## src/rtl/seq_controller.sv

```systemverilog
// seq_controller: multi-cycle instruction sequencer.
// Fetches instructions over a req/ack handshake, decodes the IR fields and
// drives register-file / data-memory / ALU control strobes.
module seq_controller #(
  parameter int WIDTH    = 16,
  parameter int I_ADDR_W = 8,
  parameter int D_ADDR_W = 8,
  parameter int R_ADDR_W = 4
) (
  input  logic                clk,
  input  logic                reset,
  input  logic                run,
  output logic                imem_req,
  output logic [I_ADDR_W-1:0] imem_addr,
  input  logic                imem_ack,
  input  logic [WIDTH-1:0]    imem_data,
  input  logic                alu_zero,
  output logic                D_wr,
  output logic                RF_s,
  output logic                RF_W_en,
  output logic [D_ADDR_W-1:0] D_addr,
  output logic [R_ADDR_W-1:0] RF_W_addr,
  output logic [R_ADDR_W-1:0] RF_A_addr,
  output logic [R_ADDR_W-1:0] RF_B_addr,
  output logic [3:0]          ALU_sel,
  output logic [WIDTH-1:0]    IR_Out,
  output logic [I_ADDR_W-1:0] PC_Out,
  output logic                halted
);

  typedef enum logic [2:0] {
    S_FETCH  = 3'd0,
    S_DECODE = 3'd1,
    S_EXEC   = 3'd2,
    S_LOAD2  = 3'd3,
    S_HALT   = 3'd4
  } state_t;

  localparam logic [3:0] OP_LOAD   = 4'h1;
  localparam logic [3:0] OP_STORE  = 4'h2;
  localparam logic [3:0] OP_ALU_LO = 4'h3;
  localparam logic [3:0] OP_ALU_HI = 4'hC;
  localparam logic [3:0] OP_JMP    = 4'hD;
  localparam logic [3:0] OP_BRZ    = 4'hE;
  localparam logic [3:0] OP_HALT   = 4'hF;

  localparam logic [I_ADDR_W-1:0] PC_INC = {{(I_ADDR_W-1){1'b0}}, 1'b1};

  state_t              state;
  state_t              next_state;
  logic [WIDTH-1:0]    ir;
  logic [I_ADDR_W-1:0] pc;
  logic [3:0]          op;
  logic [I_ADDR_W-1:0] target;
  logic                is_alu;
  logic                take_jump;

  // IR field decode; all fields are plain slices of the held instruction
  assign op        = ir[WIDTH-1 -: 4];
  assign RF_W_addr = ir[WIDTH-5 -: R_ADDR_W];
  assign RF_A_addr = ir[WIDTH-5-R_ADDR_W -: R_ADDR_W];
  assign RF_B_addr = ir[R_ADDR_W-1:0];
  assign D_addr    = ir[D_ADDR_W-1:0];
  assign target    = ir[I_ADDR_W-1:0];
  assign ALU_sel   = op;
  assign is_alu    = (op >= OP_ALU_LO) && (op <= OP_ALU_HI);
  assign take_jump = (op == OP_JMP) || ((op == OP_BRZ) && alu_zero);

  assign imem_addr = pc;
  assign IR_Out    = ir;
  assign PC_Out    = pc;

  // State register
  always_ff @(posedge clk or negedge reset) begin
    if (!reset) state <= S_FETCH;
    else        state <= next_state;
  end

  // Next-state logic; an ack only counts while in FETCH, where req is high
  always_comb begin
    next_state = state;
    case (state)
      S_FETCH:  if (imem_ack) next_state = S_DECODE;
      S_DECODE: next_state = S_EXEC;
      S_EXEC: begin
        case (op)
          OP_LOAD: next_state = S_LOAD2;
          OP_HALT: next_state = S_HALT;
          default: next_state = S_FETCH;
        endcase
      end
      S_LOAD2:  next_state = S_FETCH;
      S_HALT:   if (run) next_state = S_FETCH;
      default:  next_state = S_FETCH;
    endcase
  end

  // PC/IR: capture on fetch ack, redirect PC on a taken JMP/BRZ in EXEC
  always_ff @(posedge clk or negedge reset) begin
    if (!reset) begin
      pc <= '0;
      ir <= '0;
    end else if ((state == S_FETCH) && imem_ack) begin
      ir <= imem_data;
      pc <= pc + PC_INC;
    end else if ((state == S_EXEC) && take_jump) begin
      pc <= target;
    end
  end

  // Control strobes; imem_req is gated by reset so it drops with no clock edge
  always_comb begin
    imem_req = 1'b0;
    D_wr     = 1'b0;
    RF_s     = 1'b0;
    RF_W_en  = 1'b0;
    halted   = 1'b0;
    case (state)
      S_FETCH: imem_req = reset;
      S_EXEC: begin
        if (is_alu) RF_W_en = 1'b1;
        if (op == OP_LOAD) RF_s = 1'b1;
        if (op == OP_STORE) D_wr = 1'b1;
      end
      S_LOAD2: begin
        RF_s    = 1'b1;
        RF_W_en = 1'b1;
      end
      S_HALT:  halted = 1'b1;
      default: ;
    endcase
  end

endmodule

```

## config.mk

```make
export PLATFORM = sky130hd
export DESIGN_NAME = seq_controller
export DESIGN_NICKNAME = d
export VERILOG_FILES = /design/src/rtl/seq_controller.sv
export SDC_FILE = /design/constraint.sdc
export NUM_CORES = 1
export LEC_CHECK = 0
export BUFFER_PORTS_ARGS = -buffer_cell sky130_fd_sc_hd__buf_2
export CAP_MARGIN = 20
export CORE_ASPECT_RATIO = 1.4
export CORE_MARGIN = 1
export CORE_UTILIZATION = 38
export DETAILED_ROUTE_END_ITERATION = 8
export GPL_TIMING_DRIVEN = 0
export MAX_ROUTING_LAYER = met4
export PLACE_DENSITY = 0.7
export SYNTH_ARGS = -nofsm -noshare
export SYNTH_HDL_FRONTEND = slang
export SYNTH_SLANG_ARGS = --single-unit
```

## constraint.sdc

```tcl
create_clock -name clk -period 1.91 [get_ports clk]
set_clock_uncertainty 0.05 [all_clocks]
set_input_delay 0.0955 -clock clk [delete_from_list [all_inputs] [get_ports clk]]
set_output_delay 0.0955 -clock clk [all_outputs]
set_load 0.01 [all_outputs]
```

======== Yosys cells after proc, flatten, opt, wreduce, memory -nomap -nowiden ========
Cells that the tools add are included.
storage, ports and cells
  bits of input ports ..................... 21
  logic and storage cells ................. 39
  register bits after elaboration ......... 27
cells by class
  equal/unequal tests ..................... 11
  reduce and logical (&&, ||, !) cells .... 8
  multiplexer cells ....................... 14
  $lt $le $gt $ge ......................... 2
  $add $sub $neg .......................... 1
operator list
  cell                 count
  $mux 8               2
  $eq 4x4->1 const B   3
  $pmux 3 s4           1
  $add 8x1->8 const B  1
  $eq 3x2->1 const B   2
  $mux 1               6
  $mux 3               2
  $pmux 3 s2           1
  $eq 4x1->1 const B   1
  $eq 4x2->1 const B   1
  $ge 4x2->1 const B   1
  $le 4x4->1 const B   1
  $logic_and 1x1->1    4
  $ne 2x2->1 const B   2
  $pmux 1 s2           2
  $eq 3x1->1 const B   1
  $eq 3x3->1 const B   1
  $logic_not 3->1      1
  $reduce_and 2->1     1
  $reduce_bool 2->1    1
  $logic_or 1x1->1     1

======== Depth between registers and ports, before layout ========
Gate-level depths: netlist (run 1).
  depth after elaboration ................. 6
  depth in mapped cells ................... 6

======== Least setup slack after synthesis (run 1) ========
OpenSTA, ideal clock, no wires.
  path kind ............................... flip-flop to flip-flop
  from .................................... register state[0]
  to ...................................... register pc[4], in the netlist PC_Out[4]
  data required time ...................... 1.738 ns
  cell stages (with the launch flop) ...... 7
  setup time .............................. 0.122 ns
  period minus slack after synthesis ...... 1.478 ns
  data arrival time ....................... 1.306 ns
  slack ................................... 0.432 ns
  path buffers ............................ 2
  cells stage by stage .................... dfrtp_1 -> buf_6 -> nor4b_4 -> buf_6 -> nand3_1 -> o221ai_1 -> nor2_1
between the ends
  longest elaborated chain between the ends .. 3
  elaborated cells between the ends (all ways) .. 6
  those cells by class .................... eq/ne: 1; mux: 1; reduce/logical: 4
RTL lines
  item                                                                 RTL line  RTL
  start, declared                                                      49        state_t state;
  start signal, assigned                                               76        else state <= next_state;
  $eq 3x2->1 / $logic_not 3->1 (equally long branches)                 106, 103
  $logic_and 1x1->1 (on tied branches)                                 106, 103
  $reduce_bool 2->1 (no source line) / $mux 8 (equally long branches)  n/a
  end signal, assigned                                                 105       pc <= pc + PC_INC;
  end signal, assigned                                                 107       pc <= target;
  end, declared                                                        52        logic [I_ADDR_W-1:0] pc;
Several ways; a longest one is shown, not always the timed one.
A chain may end at the register's enable or synchronous reset.

======== Final worst setup path (run 1) ========
Ends and elaborated chain as after synthesis.

==> summary.txt, run 1 <==
GLOBAL ROUTING
-------------------------------------------------------------------------------------------
Vias in the first global route                                                        1,482
Aggregate global routing overflow                                                         0
Wire length of the first global-routing pass                                        6470 um
Aggregate global-route resource usage                                                 18.3%
Maximum number of pins on one net before global-route repair                             29
Initial antenna violation count                                                           0

SYNTHESIS
-------------------------------------------------------------------------------------------
Mapped Area                                                                       1620 um^2
Post-synth top cells                                                           59 x nand2_1, 33 x buf_4, 27 x dfrtp_1
Most frequent cell after synthesis                                                  nand2_1
Sequential share of the synthesized area                                              41.7%
FFs w/ async S/R, synth                                                                100%
Share of the synthesized area in the top cell type                                    41.7%
Top flip-flop cell by instance count after synthesis                                dfrtp_1
Syn avg cell area                                                                 8.70 um^2
Post-synth EDFFs                                                                          0
Count of different cell masters after synthesis                                          39
Number of storage elements in the synthesis netlist                                      27
Number of warnings issued by yosys                                                        0
Biggest area contributors in the synthesized netlist                           dfrtp_1 42%, buf_4 15%, nand2_1 14%, nor3_1 3.1%, nand3_1 1.9%
Number of cells produced by synthesis                                                   186
Post-synthesis net count                                                                208
Synth area leader                                                                   dfrtp_1

CLOCK TREE
-------------------------------------------------------------------------------------------
H-tree depth reported by CTS                                                              1
Post-CTS Setup Inserts                                                                    0
Skew-Pair Late Insertion Delay                                                      0.27 ns
TritonCTS clock tree                                                                    yes
Cell at the root of the clock tree                                                 clkbuf_8
Count of clock tree sinks                                                                27
Maximum count of clock buffers along a single path                                        2
Clock Pin Slew Worst Setup and Hold Paths                                           0.09 ns
Inserted Clock Buffers                                                                    3

WORST SETUP PATH
-------------------------------------------------------------------------------------------
Critical Path Most Common Cell                                                        buf_6
Startpoint of the worst register-to-register path                              state[0]$_DFFE_PN0P_
Critical R2R Capture                                                           PC_Out[4]$_DFFE_PN0P_
Arrival time of the worst setup path                                                1.76 ns
Slowest Stage Delay on Critical Path                                                0.52 ns
Req. time, crit path                                                                2.02 ns
Register-to-register path setup slack                                               0.27 ns
Cell with the largest stage delay on the worst path                                 nor4b_4
Sort of element at the start of the critical path                                      flop
End of the critical path                                                       PC_Out[4]$_DFFE_PN0P_
Startpoint-to-endpoint class of the critical path                              flop to flop
Chain of cells forming the critical path                                       buf_6 > nor4b_4 > buf_6 > nand3_1 > o221ai_1 > nor2_1
CP Launch Point                                                                state[0]$_DFFE_PN0P_
Critical Path Fanout Max                                                                 10
Depth of the worst register-to-register path                                              6
Crit end category                                                                      flop

STA
-------------------------------------------------------------------------------------------
Finish-stage setup viols                                                                  0
Slew margin rel.                                                                      59.4%
Final-report hold violation count                                                         0
Max-slew violations                                                                       0
Max Clk Rate                                                                        609 MHz
Actual transition at the worst max-transition pin                                  0.609 ns
Unrepaired setup endpoints after global routing                                       false
Final cycle utilization of the critical path                                          86.0%
Crit path time final                                                                1.64 ns
Final TNS setup                                                                        0 ns

DRT
-------------------------------------------------------------------------------------------
First-pass DRT Iterations                                                                 6
ANT nets after route                                                                      0
Number of design-rule violations left by the first detailed-router iteration             52
Via-to-Cell Ratio                                                                      4.78
Final routed DRC violation total                                                          6
WL per Instance                                                                     11.5 um
Routed Wire Length                                                                  3790 um
Vias after detailed routing                                                           1,581

DIE
-------------------------------------------------------------------------------------------
Die height                                                                          79.2 um
X dimension of the die                                                              57.2 um
Die Footprint                                                                     4530 um^2
I/O pins                                                                                 82
Number of placement rows                                                                 27
Floorplan core area                                                               4020 um^2
Initial core utilization                                                              40.3%

POWER
-------------------------------------------------------------------------------------------
VDD IR max                                                                         0.681 mV
Reported leakage power                                                              1.24 nW
Power density relative to cell area                                            1600 nW/um^2
Power after layout                                                                  3.67 mW

LAYOUT
-------------------------------------------------------------------------------------------
Area delta synth->final                                                               41.8%
Final #Nets                                                                             311
Share of the core filled with cells                                                   57.1%
Share of post-route cells with drive strength above 1                                 45.5%
Final non-filler cell total                                                             331
Count of inserted antenna diode cells                                                     0

STATUS
-------------------------------------------------------------------------------------------
Run status                                                                     finished with violations
Violated checks                                                                design-rule violations

PLACED DESIGN
-------------------------------------------------------------------------------------------
Port Buffer Count                                                                        81
Hpwl dp                                                                             2720 um
Final Wtd Congestion                                                                  0.807
Instance count after placement with tap cells included                                  310

RUN
-------------------------------------------------------------------------------------------
Max cap viols                                                                             0

WORST HOLD PATH
-------------------------------------------------------------------------------------------
Class of the worst hold path                                                   input port to flop

==> stage by stage <==
| step | hold WS (ns) | setup WS (ns) | cell area (um^2) |
|---|---|---|---|
| final | 0.0377 | 0.267 | 2300 |
| after global routing | 0.0468 | 0.0418 | 2300 |
| after CTS | 0.0323 | 0.199 | 2290 |
| after detailed placement | 0.0937 | 0.214 | 2080 |
| after global placement | 0.0919 | 0.241 | 2080 |
| after floorplan | -0.250 | 0.432 | 1620 |
==> registers in the layout, summed over array words and instances, names as in the netlist <==
signal / cells
IR_Out: 16
state: 3
PC_Out: 8
==> metal layers <==
| metal | track usage (%) | vias to the layer above | part of all wire (%) |
|---|---|---|---|
| met4 | 5.12 | 0 | 0.71 |
| met3 | 0.814 | 2 | 4.5 |
| met1 | 22.0 | 727 | 42 |
| met2 | 33.2 | 49 | 53 |
| li1 | - | 803 | - |
| met5 | - | - | 0 |
==> cell usage in the layout (no fill, tap or decap), types with 2 or more instances in the layout <==
cell type / n
dfrtp_1: 27
buf_4: 33
a21oi_1: 3
nor3b_1: 2
nand2_1: 59
o211ai_1: 3
buf_2: 83
nor3_2: 2
nand3_1: 6
inv_1: 2
nor2_1: 5
dlygate4sd3_1: 17
nor3_1: 10
nand2b_1: 2
clkbuf_8: 3
a211oi_1: 2
a311oi_1: 2
buf_6: 2
==> critical path, delay by kind of cell (launching register included) <==
family | cells | cell delay (ns)
AOI/OAI and AO/OA | 1 | 0.09
buffers and inverters | 2 | 0.36
DFF | 1 | 0.38
and+or+nand+nor | 3 | 0.67
==> layout make-up <==
cell class                 instances  area [um^2]
fill                             381         1720
sequential                        27          676
multi-input combinational        118          648
timing repair buffer              98          576
buffer                            39          289
tap                               43         53.8
clock buffer                       3         41.3
inverter                           2         7.51
clock inverter                     1         5.00
==> power by group <==
group | internal [mW] | leakage, nW | total, mW | switching [mW]
Clock | 0.146 | 0.0255 | 0.318 | 0.173
Combinational | 1.13 | 0.896 | 2.17 | 1.03
Sequential | 0.828 | 0.322 | 1.18 | 0.354
Total | 2.11 | 1.24 | 3.67 | 1.56
==> repair_timing <==
action,CTS,global route
setup endpoints to repair,0,2
endpoints found under the hold margin,43,0
gates resized for setup,0,2
hold buffers,17,0
==> how the worst min path moves through the flow <==
stage | cells after the start | from | endpoint | slack, ns
3_5_place_dp | 1 | reset | IR_Out[11]$_DFFE_PN0P_ | 0.09
2_1_floorplan | 0 | reset | IR_Out[0]$_DFFE_PN0P_ | -0.25
4_1_cts | 3 | run | state[2]$_DFFE_PN0P_ | 0.03
5_1_grt | 3 | run | state[2]$_DFFE_PN0P_ | 0.05
3_3_place_gp | 1 | reset | IR_Out[11]$_DFFE_PN0P_ | 0.09
6_report | 3 | run | state[2]$_DFFE_PN0P_ | 0.04
==> cell families (layout without fill, tap and decap cells) <==
kind of cell	after synthesis	count (layout)	synth area share, %
adder cells (fa/ha/maj)	1	1	0.773
AO/OA/AOI/OAI	18	18	8.66
AND/OR/NAND/NOR	99	99	30.6
flip-flops	27	27	41.7
buffers and inverters	41	143	18.2
No activity file was read; power rests on OpenSTA's default activity.
==> run 2: changes to the inputs <==
--- a/config.mk
+++ b/config.mk
@@ -9,11 +9,11 @@
 export CAP_MARGIN = 20
 export CORE_ASPECT_RATIO = 1.4
 export CORE_MARGIN = 1
-export CORE_UTILIZATION = 38
+export CORE_UTILIZATION = 45
 export DETAILED_ROUTE_END_ITERATION = 8
 export GPL_TIMING_DRIVEN = 0
 export MAX_ROUTING_LAYER = met4
-export PLACE_DENSITY = 0.7
+export PLACE_DENSITY = 0.8
 export SYNTH_ARGS = -nofsm -noshare
 export SYNTH_HDL_FRONTEND = slang
 export SYNTH_SLANG_ARGS = --single-unit
==> summary.txt, run 2 (synthesized netlist as in run 1, its figures left out) <==
DRT
-------------------------------------------------------------------------------------------
Via-to-Cell Ratio                                                                      4.97
Routed Wire Length                                                                  3880 um
First-pass DRT Iterations                                                                 4
WL per Instance                                                                     11.8 um
Final routed DRC violation total                                                          0
Number of design-rule violations left by the first detailed-router iteration             19
ANT nets after route                                                                      0
Vias after detailed routing                                                           1,631

GLOBAL ROUTING
-------------------------------------------------------------------------------------------
Maximum number of pins on one net before global-route repair                             29
Aggregate global-route resource usage                                                 21.5%
Wire length of the first global-routing pass                                        6020 um
Aggregate global routing overflow                                                         0
Initial antenna violation count                                                           0
Vias in the first global route                                                        1,416

WORST SETUP PATH
-------------------------------------------------------------------------------------------
Critical R2R Capture                                                           PC_Out[1]$_DFFE_PN0P_
Cell with the largest stage delay on the worst path                                 dfrtp_1
Family with the most delay on the worst path                                   simple AND/OR/NAND/NOR gates
Crit path buffers/inverters                                                               2
Req. time, crit path                                                                1.98 ns
Sort of element at the start of the critical path                                      flop
Arrival time of the worst setup path                                                1.76 ns
Startpoint-to-endpoint class of the critical path                              flop to flop
Slowest Stage Delay on Critical Path                                                0.38 ns
CP Launch Point                                                                state[0]$_DFFE_PN0P_
Startpoint of the worst register-to-register path                              state[0]$_DFFE_PN0P_
Crit end category                                                                      flop
Critical Path Fanout Max                                                                 10
Chain of cells forming the critical path                                       buf_6 > nor3_1 > nand2_1 > clkbuf_1 > nor2_1 > a31oi_1
Register-to-register path setup slack                                               0.22 ns
Depth of the worst register-to-register path                                              6

DIE
-------------------------------------------------------------------------------------------
Die height                                                                          73.0 um
Floorplan core area                                                               3410 um^2
Initial core utilization                                                              47.5%
X dimension of the die                                                              52.7 um
Die Footprint                                                                     3850 um^2
I/O pins                                                                                 82
Number of placement rows                                                                 25

PLACED DESIGN
-------------------------------------------------------------------------------------------
Post-place setup slack                                                             0.203 ns
Final Wtd Congestion                                                                  0.850
Port Buffer Count                                                                        81
Post-detailed-placement cell area                                                 2070 um^2
Hpwl dp                                                                             2720 um

STA
-------------------------------------------------------------------------------------------
Actual transition at the worst max-transition pin                                  0.595 ns
Final-report hold violation count                                                         0
Final cycle utilization of the critical path                                          88.4%
Slew margin rel.                                                                      60.3%
Worst setup margin                                                                 0.221 ns
Crit path time final                                                                1.69 ns
Max Clk Rate                                                                        592 MHz
Final TNS setup                                                                        0 ns
Unrepaired setup endpoints after global routing                                       false
Max-slew violations                                                                       0
Finish-stage setup viols                                                                  0

LAYOUT
-------------------------------------------------------------------------------------------
Post-route standard cell area excluding fillers                                   2290 um^2
Number of flip-flops in the largest register                                             16
Number of inserted filler cells in the final layout                                     310
Share of the core filled with cells                                                   67.2%
Commonest non-fill, non-tap cell in the layout                                        buf_2
Area delta synth->final                                                               41.5%
Share of post-route cells with drive strength above 1                                 45.1%
Count of inserted antenna diode cells                                                     0
Commonest non-fill, non-tap cells in the layout                                83 x buf_2, 59 x nand2_1, 33 x buf_4
Final #Nets                                                                             311

RUN
-------------------------------------------------------------------------------------------
Max cap viols                                                                             0

CLOCK TREE
-------------------------------------------------------------------------------------------
Maximum count of clock buffers along a single path                                        2
Clock Pin Slew Worst Setup and Hold Paths                                           0.09 ns
Count of clock tree sinks                                                                27
Skew-Pair Late Insertion Delay                                                      0.27 ns
Inserted Clock Buffers                                                                    3
Post-cts resize count                                                                     0
TritonCTS clock tree                                                                    yes
Cell at the root of the clock tree                                                 clkbuf_8
H-tree depth reported by CTS                                                              1

WORST HOLD PATH
-------------------------------------------------------------------------------------------
Depth of the worst hold-timing path                                                       3
Hold EP                                                                        state[2]$_DFFE_PN0P_
Class of the worst hold path                                                   input port to flop
Worst Hold Launch                                                                       run

POWER
-------------------------------------------------------------------------------------------
VDD IR max                                                                          1.07 mV
Reported leakage power                                                              1.24 nW
Power density relative to cell area                                            1610 nW/um^2

STATUS
-------------------------------------------------------------------------------------------
Run status                                                                     finished clean

## run 2: cell counts in the layout (fill, tap and decap cells not counted)
No cell type changed its count.
## run 2: what timing repair did
item                                    in CTS  in global routing
endpoints found under the hold margin       43                  0
hold buffers                                17                  0
endpoints found under the setup margin       0                  0
buffers inserted                             0                  0
## run 2: cell type report
| cell class | count | area (um^2) | area share (%) |
|---|---|---|---|
| inverter | 2 | 7.51 | 0.328 |
| clock buffer | 3 | 41.3 | 1.80 |
| clock inverter | 1 | 5.00 | 0.218 |
| buffer | 39 | 288 | 12.6 |
| tap | 40 | 50.0 | 2.18 |
| timing repair buffer | 98 | 576 | 25.1 |
| sequential | 27 | 676 | 29.5 |
| multi-input combinational | 118 | 648 | 28.3 |
## run 2: worst max path at each step
stage,end,cells past startpoint
after floorplan,PC_Out[4]$_DFFE_PN0P_,6
after global placement,PC_Out[0]$_DFFE_PN0P_,6
after detailed placement,PC_Out[0]$_DFFE_PN0P_,6
after CTS,PC_Out[0]$_DFFE_PN0P_,6
after global routing,PC_Out[5]$_DFFE_PN0P_,5
final,PC_Out[1]$_DFFE_PN0P_,6
## run 2: report_power, final
part           leakage [nW]  internal (mW)  switching, mW
clock                0.0255          0.146          0.174
sequential            0.322          0.828          0.355
combinational         0.894           1.13           1.05
total                  1.24           2.11           1.58
## run 2: worst reg2reg max path, cell delays in order (launching register included)
cell and delay (ns):
dfrtp_1 0.38, buf_6 0.14, nor3_1 0.24, nand2_1 0.23, clkbuf_1 0.29, nor2_1 0.16
a31oi_1 0.06
## run 2: through the flow
| stage | hold WS [ns] | total power, mW | cells |
|---|---|---|---|
| final | 0.0265 | 3.69 | 328 |
| after global routing | 0.0260 | 3.97 | 328 |
| after CTS | 0.0296 | 3.71 | 328 |
| after detailed placement | 0.0859 | 3.36 | 307 |
| after global placement | 0.0847 | 3.30 | 307 |
| after floorplan | -0.250 | 2.58 | 186 |
## run 2: metal layers
| layer | part of all wire [%] | vias to the layer above | global-route usage (%) | wire [um] |
|---|---|---|---|---|
| li1 | - | 800 | - | - |
| met1 | 39 | 767 | 23.4 | 1500 |
| met2 | 55 | 58 | 39.2 | 2140 |
| met3 | 4.8 | 6 | 2.92 | 185 |
| met4 | 1.6 | 0 | 6.73 | 61 |
| met5 | 0 | - | - | 0 |
